$ cat src/rtl/party_pkg.sv
// Shared types and screen geometry for the player sprite pipeline.
package party_pkg;

    typedef enum logic [1:0] {
        UP    = 2'd0,
        DOWN  = 2'd1,
        LEFT  = 2'd2,
        RIGHT = 2'd3
    } dir_t;

    typedef enum logic {
        IDLE = 1'b0,
        WALK = 1'b1
    } motion_state_t;

    localparam int SCREEN_W    = 640;
    localparam int SCREEN_H    = 480;
    localparam int SPRITE_SIZE = 16;

endpackage

$ cat src/rtl/sync_rise_detect.sv
// Brings an asynchronous strobe into the Clk domain and emits a one-cycle
// pulse on its rising edge.
module sync_rise_detect (
    input  logic Clk,
    input  logic Reset_n,
    input  logic async_in,
    output logic pulse
);

    logic meta;
    logic sync;
    logic prev;

    always_ff @(posedge Clk) begin
        if (!Reset_n) begin
            meta <= 1'b0;
            sync <= 1'b0;
            prev <= 1'b0;
        end else begin
            meta <= async_in;
            sync <= meta;
            prev <= sync;
        end
    end

    assign pulse = sync & ~prev;

endmodule

$ cat src/rtl/player_motion_ctrl.sv
// Moves the player sprite once per frame tick from the held WASD keys, clamping
// to the screen and driving facing, moving flag and walk-animation phase.
module player_motion_ctrl
    import party_pkg::*;
#(
    parameter int STEP     = 1,
    parameter int X_MIN    = 0,
    parameter int X_MAX    = SCREEN_W - SPRITE_SIZE - 1,
    parameter int Y_MIN    = 0,
    parameter int Y_MAX    = SCREEN_H - SPRITE_SIZE - 1,
    parameter int X_INIT   = 320,
    parameter int Y_INIT   = 240,
    parameter int ANIM_DIV = 8
) (
    input  logic       Clk,
    input  logic       Reset_n,
    input  logic       frame_clk,
    input  logic       w_on,
    input  logic       a_on,
    input  logic       s_on,
    input  logic       d_on,
    output logic [9:0] pos_x,
    output logic [9:0] pos_y,
    output logic [1:0] facing,
    output logic       moving,
    output logic [1:0] step_phase
);

    localparam int CNT_W = (ANIM_DIV > 1) ? $clog2(ANIM_DIV) : 1;
    localparam logic signed [10:0] X_MIN_S = 11'(X_MIN);
    localparam logic signed [10:0] X_MAX_S = 11'(X_MAX);
    localparam logic signed [10:0] Y_MIN_S = 11'(Y_MIN);
    localparam logic signed [10:0] Y_MAX_S = 11'(Y_MAX);
    localparam logic signed [10:0] STEP_S  = 11'(STEP);

    logic               tick;
    motion_state_t      state;
    dir_t               facing_q;
    dir_t               facing_next;
    logic [CNT_W-1:0]   anim_cnt;
    logic signed [10:0] dx;
    logic signed [10:0] dy;
    logic signed [10:0] nx_raw;
    logic signed [10:0] ny_raw;
    logic [9:0]         nx;
    logic [9:0]         ny;
    logic               moved;

    sync_rise_detect u_frame_sync (
        .Clk      (Clk),
        .Reset_n  (Reset_n),
        .async_in (frame_clk),
        .pulse    (tick)
    );

    // Opposing keys cancel; the move is judged on the clamped result so a
    // wall-blocked key counts as no displacement but still turns the sprite.
    always_comb begin
        dx = '0;
        dy = '0;
        if (d_on && !a_on) dx = STEP_S;
        else if (a_on && !d_on) dx = -STEP_S;
        if (s_on && !w_on) dy = STEP_S;
        else if (w_on && !s_on) dy = -STEP_S;

        nx_raw = $signed({1'b0, pos_x}) + dx;
        ny_raw = $signed({1'b0, pos_y}) + dy;

        if (nx_raw < X_MIN_S)      nx = X_MIN_S[9:0];
        else if (nx_raw > X_MAX_S) nx = X_MAX_S[9:0];
        else                       nx = nx_raw[9:0];

        if (ny_raw < Y_MIN_S)      ny = Y_MIN_S[9:0];
        else if (ny_raw > Y_MAX_S) ny = Y_MAX_S[9:0];
        else                       ny = ny_raw[9:0];

        facing_next = facing_q;
        if (dy[10])          facing_next = UP;
        else if (dy != '0)   facing_next = DOWN;
        else if (dx[10])     facing_next = LEFT;
        else if (dx != '0)   facing_next = RIGHT;

        moved = (nx != pos_x) || (ny != pos_y);
    end

    always_ff @(posedge Clk) begin
        if (!Reset_n) begin
            pos_x      <= 10'(X_INIT);
            pos_y      <= 10'(Y_INIT);
            facing_q   <= DOWN;
            state      <= IDLE;
            moving     <= 1'b0;
            anim_cnt   <= '0;
            step_phase <= 2'd0;
        end else if (tick) begin
            pos_x    <= nx;
            pos_y    <= ny;
            facing_q <= facing_next;
            if (moved) begin
                state  <= WALK;
                moving <= 1'b1;
                if (anim_cnt == CNT_W'(ANIM_DIV - 1)) begin
                    anim_cnt   <= '0;
                    step_phase <= step_phase + 2'd1;
                end else begin
                    anim_cnt <= anim_cnt + CNT_W'(1);
                end
            end else begin
                state      <= IDLE;
                moving     <= 1'b0;
                anim_cnt   <= '0;
                step_phase <= 2'd0;
            end
        end
    end

    assign facing = facing_q;

endmodule

$ cat config.mk
export PLATFORM = sky130hd
export DESIGN_NAME = player_motion_ctrl
export DESIGN_NICKNAME = d
export VERILOG_FILES = /design/src/rtl/party_pkg.sv /design/src/rtl/sync_rise_detect.sv /design/src/rtl/player_motion_ctrl.sv
export SDC_FILE = /design/constraint.sdc
export NUM_CORES = 1
export LEC_CHECK = 0
export CAP_MARGIN = 15
export CORE_UTILIZATION = 34
export CTS_CLUSTER_SIZE = 40
export DETAILED_ROUTE_END_ITERATION = 8
export SKIP_CTS_REPAIR_TIMING = 1
export SYNTH_ARGS = -nofsm -noshare
export SYNTH_HDL_FRONTEND = slang
export SYNTH_SLANG_ARGS = --single-unit
$ cat constraint.sdc
create_clock -name Clk -period 4.3 [get_ports Clk]
set_input_delay 0.86 -clock Clk [delete_from_list [all_inputs] [get_ports Clk]]
set_output_delay 0.86 -clock Clk [all_outputs]
set_load 0.01 [all_outputs]
# Word-level counts from Yosys, hierarchy flattened
# Cells that the tools add are included.
[word_totals]
output_inout_bits = 25
ff_bits = 31
wordCells = 54
input_bits = 7
[op_classes]
n_bitwise = 2
reduce_logical = 14
n_mux = 17
n_lt_le_gt_ge = 4
add_sub_neg = 4
eq_ne = 4
[ops]
columns = ["cell", "n"]
rows = [
  ["11-bit 2-to-1 mux", 4],
  ["10-bit 2-to-1 mux", 4],
  ["11-bit adder", 2],
  ["11-bit by 1-bit less-than comparator with 1-bit output, second input constant", 2],
  ["11-bit nonzero test", 2],
  ["10-bit inequality test", 2],
  ["2-bit 2-to-1 mux", 6],
  ["11-bit by 10-bit greater-than comparator with 1-bit output, second input constant", 1],
  ["11-bit greater-than comparator, second input constant", 1],
  ["3-bit 2-to-1 mux", 2],
  ["1-bit logical AND", 4],
  ["1-bit logical NOT", 4],
  ["2-bit AND reduction", 2],
  ["4-bit nonzero test", 1],
  ["3-bit by 1-bit adder with 3-bit output, second input constant", 1],
  ["3-bit == test, second input constant", 1],
  ["2-bit by 1-bit adder with 2-bit output, second input constant", 1],
  ["2-bit by 1-bit inequality test with 1-bit output, second input constant", 1],
  ["1-bit AND", 1],
  ["1-bit logical OR", 1],
  ["1-bit 2-to-1 mux", 1],
  ["1-bit NOT", 1],
]

# Depth between registers and ports, before layout
[logic_depth]
ltp_word = 12
ltp_mapped = 17
mapped_depth_nobuf = 15

# Cells and area by module
# Synthesis repeated with hierarchy kept, for this count alone.
[hier_totals]
cells_unflattened = 445
area_unflattened_um2 = 3364.5
[by_module_without_submodules]
columns = ["module", "area_per_inst_um2", "seq_area_each_um2", "n_inst", "cells_per_inst"]
rows = [
  ["player_motion_ctrl", 3271.9, 560.5, 1, 438],
  ["sync_rise_detect", 92.6, 60.1, 1, 7],
]

# Worst setup path after synthesis
# Ideal clock, no wire load.
[synth_path]
path_kind = "input port to flip-flop"
start = "in d_on"
end = "reg step_phase[0]"
cell_stages = 16
required_ps = 4166
setup_time_ps = 134
arrival_time_ps = 4295
path_buffers = 1
setup_slack_ps = -130
path_cell_list = "inv_1 > ha_1 > inv_1 > ha_1 > fa_1 > clkbuf_1 > and4bb_2 > a2111oi_4 > o221ai_1 > a211oi_2 > inv_2 > o311a_1 > a211o_1 > a22o_1 > nor4_4 > a211oi_1"
[synth_between]
elab_chain_cells = 12
word_cells_on_any_way = 15
cone_classes = "add/sub (1); order compare (2); eq/ne (2); mux (5); reduce/logical (5)"
[synth_lines]
columns = ["item", "line_no", "text"]
rows = [
  ["start: declaration", "player_motion_ctrl.sv:21", "input logic d_on,"],
  ["1-bit logical NOT", "player_motion_ctrl.sv:62", "else if (a_on && !d_on) dx = -STEP_S;"],
  ["1-bit logical AND", "player_motion_ctrl.sv:62", ""],
  ["11-bit 2-to-1 mux", "player_motion_ctrl.sv:62", ""],
  ["11-bit 2-to-1 mux (*)", "player_motion_ctrl.sv:61", "if (d_on && !a_on) dx = STEP_S;"],
  ["11-bit adder (*)", "player_motion_ctrl.sv:66", "nx_raw = $signed({1'b0, pos_x}) + dx;"],
  ["11-bit greater-than comparator", "player_motion_ctrl.sv:70", "else if (nx_raw > X_MAX_S) nx = X_MAX_S[9:0];"],
  ["10-bit 2-to-1 mux", "player_motion_ctrl.sv:70", ""],
  ["10-bit 2-to-1 mux (*)", "player_motion_ctrl.sv:69", "if (nx_raw < X_MIN_S) nx = X_MIN_S[9:0];"],
  ["10-bit inequality test (*)", "player_motion_ctrl.sv:83", "moved = (nx != pos_x) || (ny != pos_y);"],
  ["1-bit logical OR (*)", "player_motion_ctrl.sv:83", ""],
  ["2-bit by 1-bit inequality test with 1-bit output (no source line)", "n/a", ""],
  ["2-bit AND reduction (no source line)", "n/a", ""],
  ["end signal: assignment", "player_motion_ctrl.sv:104", "step_phase <= step_phase + 2'd1;"],
  ["end: declaration", "player_motion_ctrl.sv:26", "output logic [1:0] step_phase"],
]
# Mark *: on every way between the ends. The rest lies on a longest branch, timed or not.
# A chain may end at the register's enable or synchronous reset.

# Worst setup path after layout
# Ends and elaborated chain as after synthesis.

==> results.cfg <==
[sta]
post-route-period-util = 0.9739
setup_slack_ps = 112.1
final.setup.tns_ps = 0
relSlewSlack = 0.3706
hold_viol = 0
final_max_slew_viol_count = 0
setup_viol = 0
fin_crit_ps = 4188
clock.fmax_mhz = 238.8
tightest_slew_ps = 944.0
finClkSkew_ps = 7.057

[route]
drc_errors = 0
drt_iter0_markers = 267
dr.pass1.iters = 5
viasPerCell = 5.747
wl_per_cell_um = 15.43
routed_wl_um = 10480
vias = 3902
ant_nets = 0

[clock_network]
cts_max_path_buffers = 2
clock-sinks = 31
cts_tree = done
numCtsBuffers = 5
clock-root-buffer = clkbuf_8
h-tree-depth = 2
path_clk_slew_ps = 70
clkLatencyLatePin_ps = 300

[placement]
dp_cells = 667
io_buffers = 31
place_area_sq_um = 4432
post-place-ws_ps = -760.5
post-dp-hpwl_um = 7724
gp_congestion = 0.8918

[hold_path]
whs_path_depth = 1
min_to = u_frame_sync.sync
hold_class = reg -> reg
hp-start = u_frame_sync.meta

[cells_and_area]
num_antenna_cells = 0
drive_gt1_frac = 0.2802
final_common_cell = buf_4
fillers = 988
nNetsFinal = 566
seqCellArea_sq_um = 620.6
fin_cells = 679
post-route-cell-area_sq_um = 4742
multi_input_area_sq_um = 2794
layout_common_cells = buf_4 (86), nand2_1 (36), o21ai_0 (31), dfxtp_1 (31), clkdlybuf4s50_1 (27)
synthToLayoutAreaGrowth_pct = 36.68

[worst_setup_path]
startpoint_type = primary input
arrival_ps = 4370
worstPathMaxFanout = 6
path_cells = clkbuf_2 > inv_12 > ha_4 > inv_2 > ha_4 > fa_2 > and4b_1 > a2111oi_4 > buf_4 > xnor2_1 > xnor2_1 > nand3_1 > a31oi_4 > mux2i_1 > o221ai_1 > nor4_4 > buf_6 > a211oi_1
path_class = in -> reg
r2r_slack_ps = 740
slowest_stage = fa_2
r2r-end = step_phase[0]
crit_required_ps = 4480
worstSetupEndpointType = flip-flop
r2r_start = pos_x[0]
path_buf_inv = 5
reg2reg_depth = 16
cp_top_family = compound AO/OA/AOI/OAI gates
cp_slowest_stage_delay_ps = 380

[grt]
grt_pass1_vias = 3447
gr-total-overflow = 0
grt_pass1_wl_um = 16940
antenna_found_initial = 0
grt_max_degree = 35
grt_usage = 0.2008

[die]
start_util = 0.3533
placeableCoreArea_sq_um = 9819
io_pins = 32
rows = 36
die_w_um = 103.0
die_area_sq_um = 10610
die_y_um = 103.0

[synth]
seq_area_frac_synth = 0.1789
synth_largest_area_cell = dfxtp_1
netlist-cell-type-count = 84
synth_flop_cell = dfxtp_1
synth_edf_count = 0
syn_inst = 459
synth.ff_latch_count = 31
yosysWarningCount = 0
async_flop_share = 0
synth.area.top_cells = dfxtp_1 (18%), o21ai_0 (4.8%), ha_1 (4.3%), nand2_1 (3.9%), a21oi_1 (3.5%)
synth.avg_cell_area_sq_um = 7.559
synth_nets = 480
synth_area_sq_um = 3470
synth_top_area_frac = 0.1789

[power_and_ir_drop]
p_per_area_nw_per_um2 = 199.1
vdd_ir_drop_max_uv = 175.9
leakage_uw = 0.001872

[run]
cap_violations = 0

[status]
outcome = complete, no violations
==> sequential cells by signal, summed over array words and instances (netlist names) <==
signal and flops:
u_frame_sync.sync 1, moving 1, pos_x 10, u_frame_sync.meta 1, step_phase 2, pos_y 10
facing 2, u_frame_sync.prev 1, anim_cnt 3
==> kinds of logic after synthesis <==
kind of cell	Yosys count	share of synthesized area
xor+xnor	17	0.04905
fa+ha+maj	14	0.05481
mux	2	0.005770
compound gates	158	0.3383
simple gates	177	0.2972
flops	31	0.1789
buf+inv	60	0.07609
==> per-stage QoR <==
stage / total power [uW] / hold slack, ps / utilization
6_report: 944.1 / 450.3 / 0.4829
2_1_floorplan: 543.0 / 411.9 / -
3_3_place_gp: 674.8 / 431.5 / 0.4513
5_1_grt: 992.9 / 472.3 / 0.4829
4_1_cts: 912.2 / 450.7 / 0.4600
3_5_place_dp: 680.7 / 423.4 / 0.4513
==> synth_stat cells, types with 5 or more instances <==
master	count
a211oi_1	7
a21boi_0	5
a21oi_1	24
a22o_1	6
a32oi_1	5
and2_1	12
and3_1	8
buf_2	10
clkbuf_1	26
dfxtp_1	31
ha_1	12
inv_1	18
nand2_1	36
nand2b_1	5
nand3_1	19
nor2_1	23
nor2b_1	12
nor3_1	16
nor4_1	5
o211ai_1	6
o21a_1	6
o21ai_0	33
o21ai_1	5
xnor2_1	9
xor2_1	6
==> layout make-up <==
class / instances / area share
Tap cell: 133 / 0.03509
Timing Repair Buffer: 120 / 0.2092
Multi-Input combinational cell: 368 / 0.5892
Clock buffer: 6 / 0.01530
Clock inverter: 2 / 0.002639
Inverter: 19 / 0.01768
Sequential cell: 31 / 0.1309
==> how the worst max path moves through the flow <==
stage               slack [ps]            end  start  depth (start not counted)
floorplan                  -60  step_phase[0]   d_on                         16
global placement          -690         moving   d_on                         17
detailed placement        -760  step_phase[1]   d_on                         17
CTS                       -470  step_phase[1]   d_on                         17
global route               -40  step_phase[0]   d_on                         18
finish                     110  step_phase[0]   d_on                         18
==> routing by layer <==
metal / routed length (um) / global-route usage / up-vias
met2: 4865 / 0.3205 / 90
met4: 82 / 0.03250 / 0
met5: 0 / 0 / -
met3: 502 / 0.03254 / 9
met1: 5028 / 0.2874 / 1897
li1: - / - / 1906
==> power by group <==
part           internal, uW  leakage [uW]  switching (uW)  total, uW
combinational           194       0.00158             190        384
clock                   113     0.0000412             121        234
sequential              298      0.000252            28.3        326
Power figures use the tool's default switching activity.
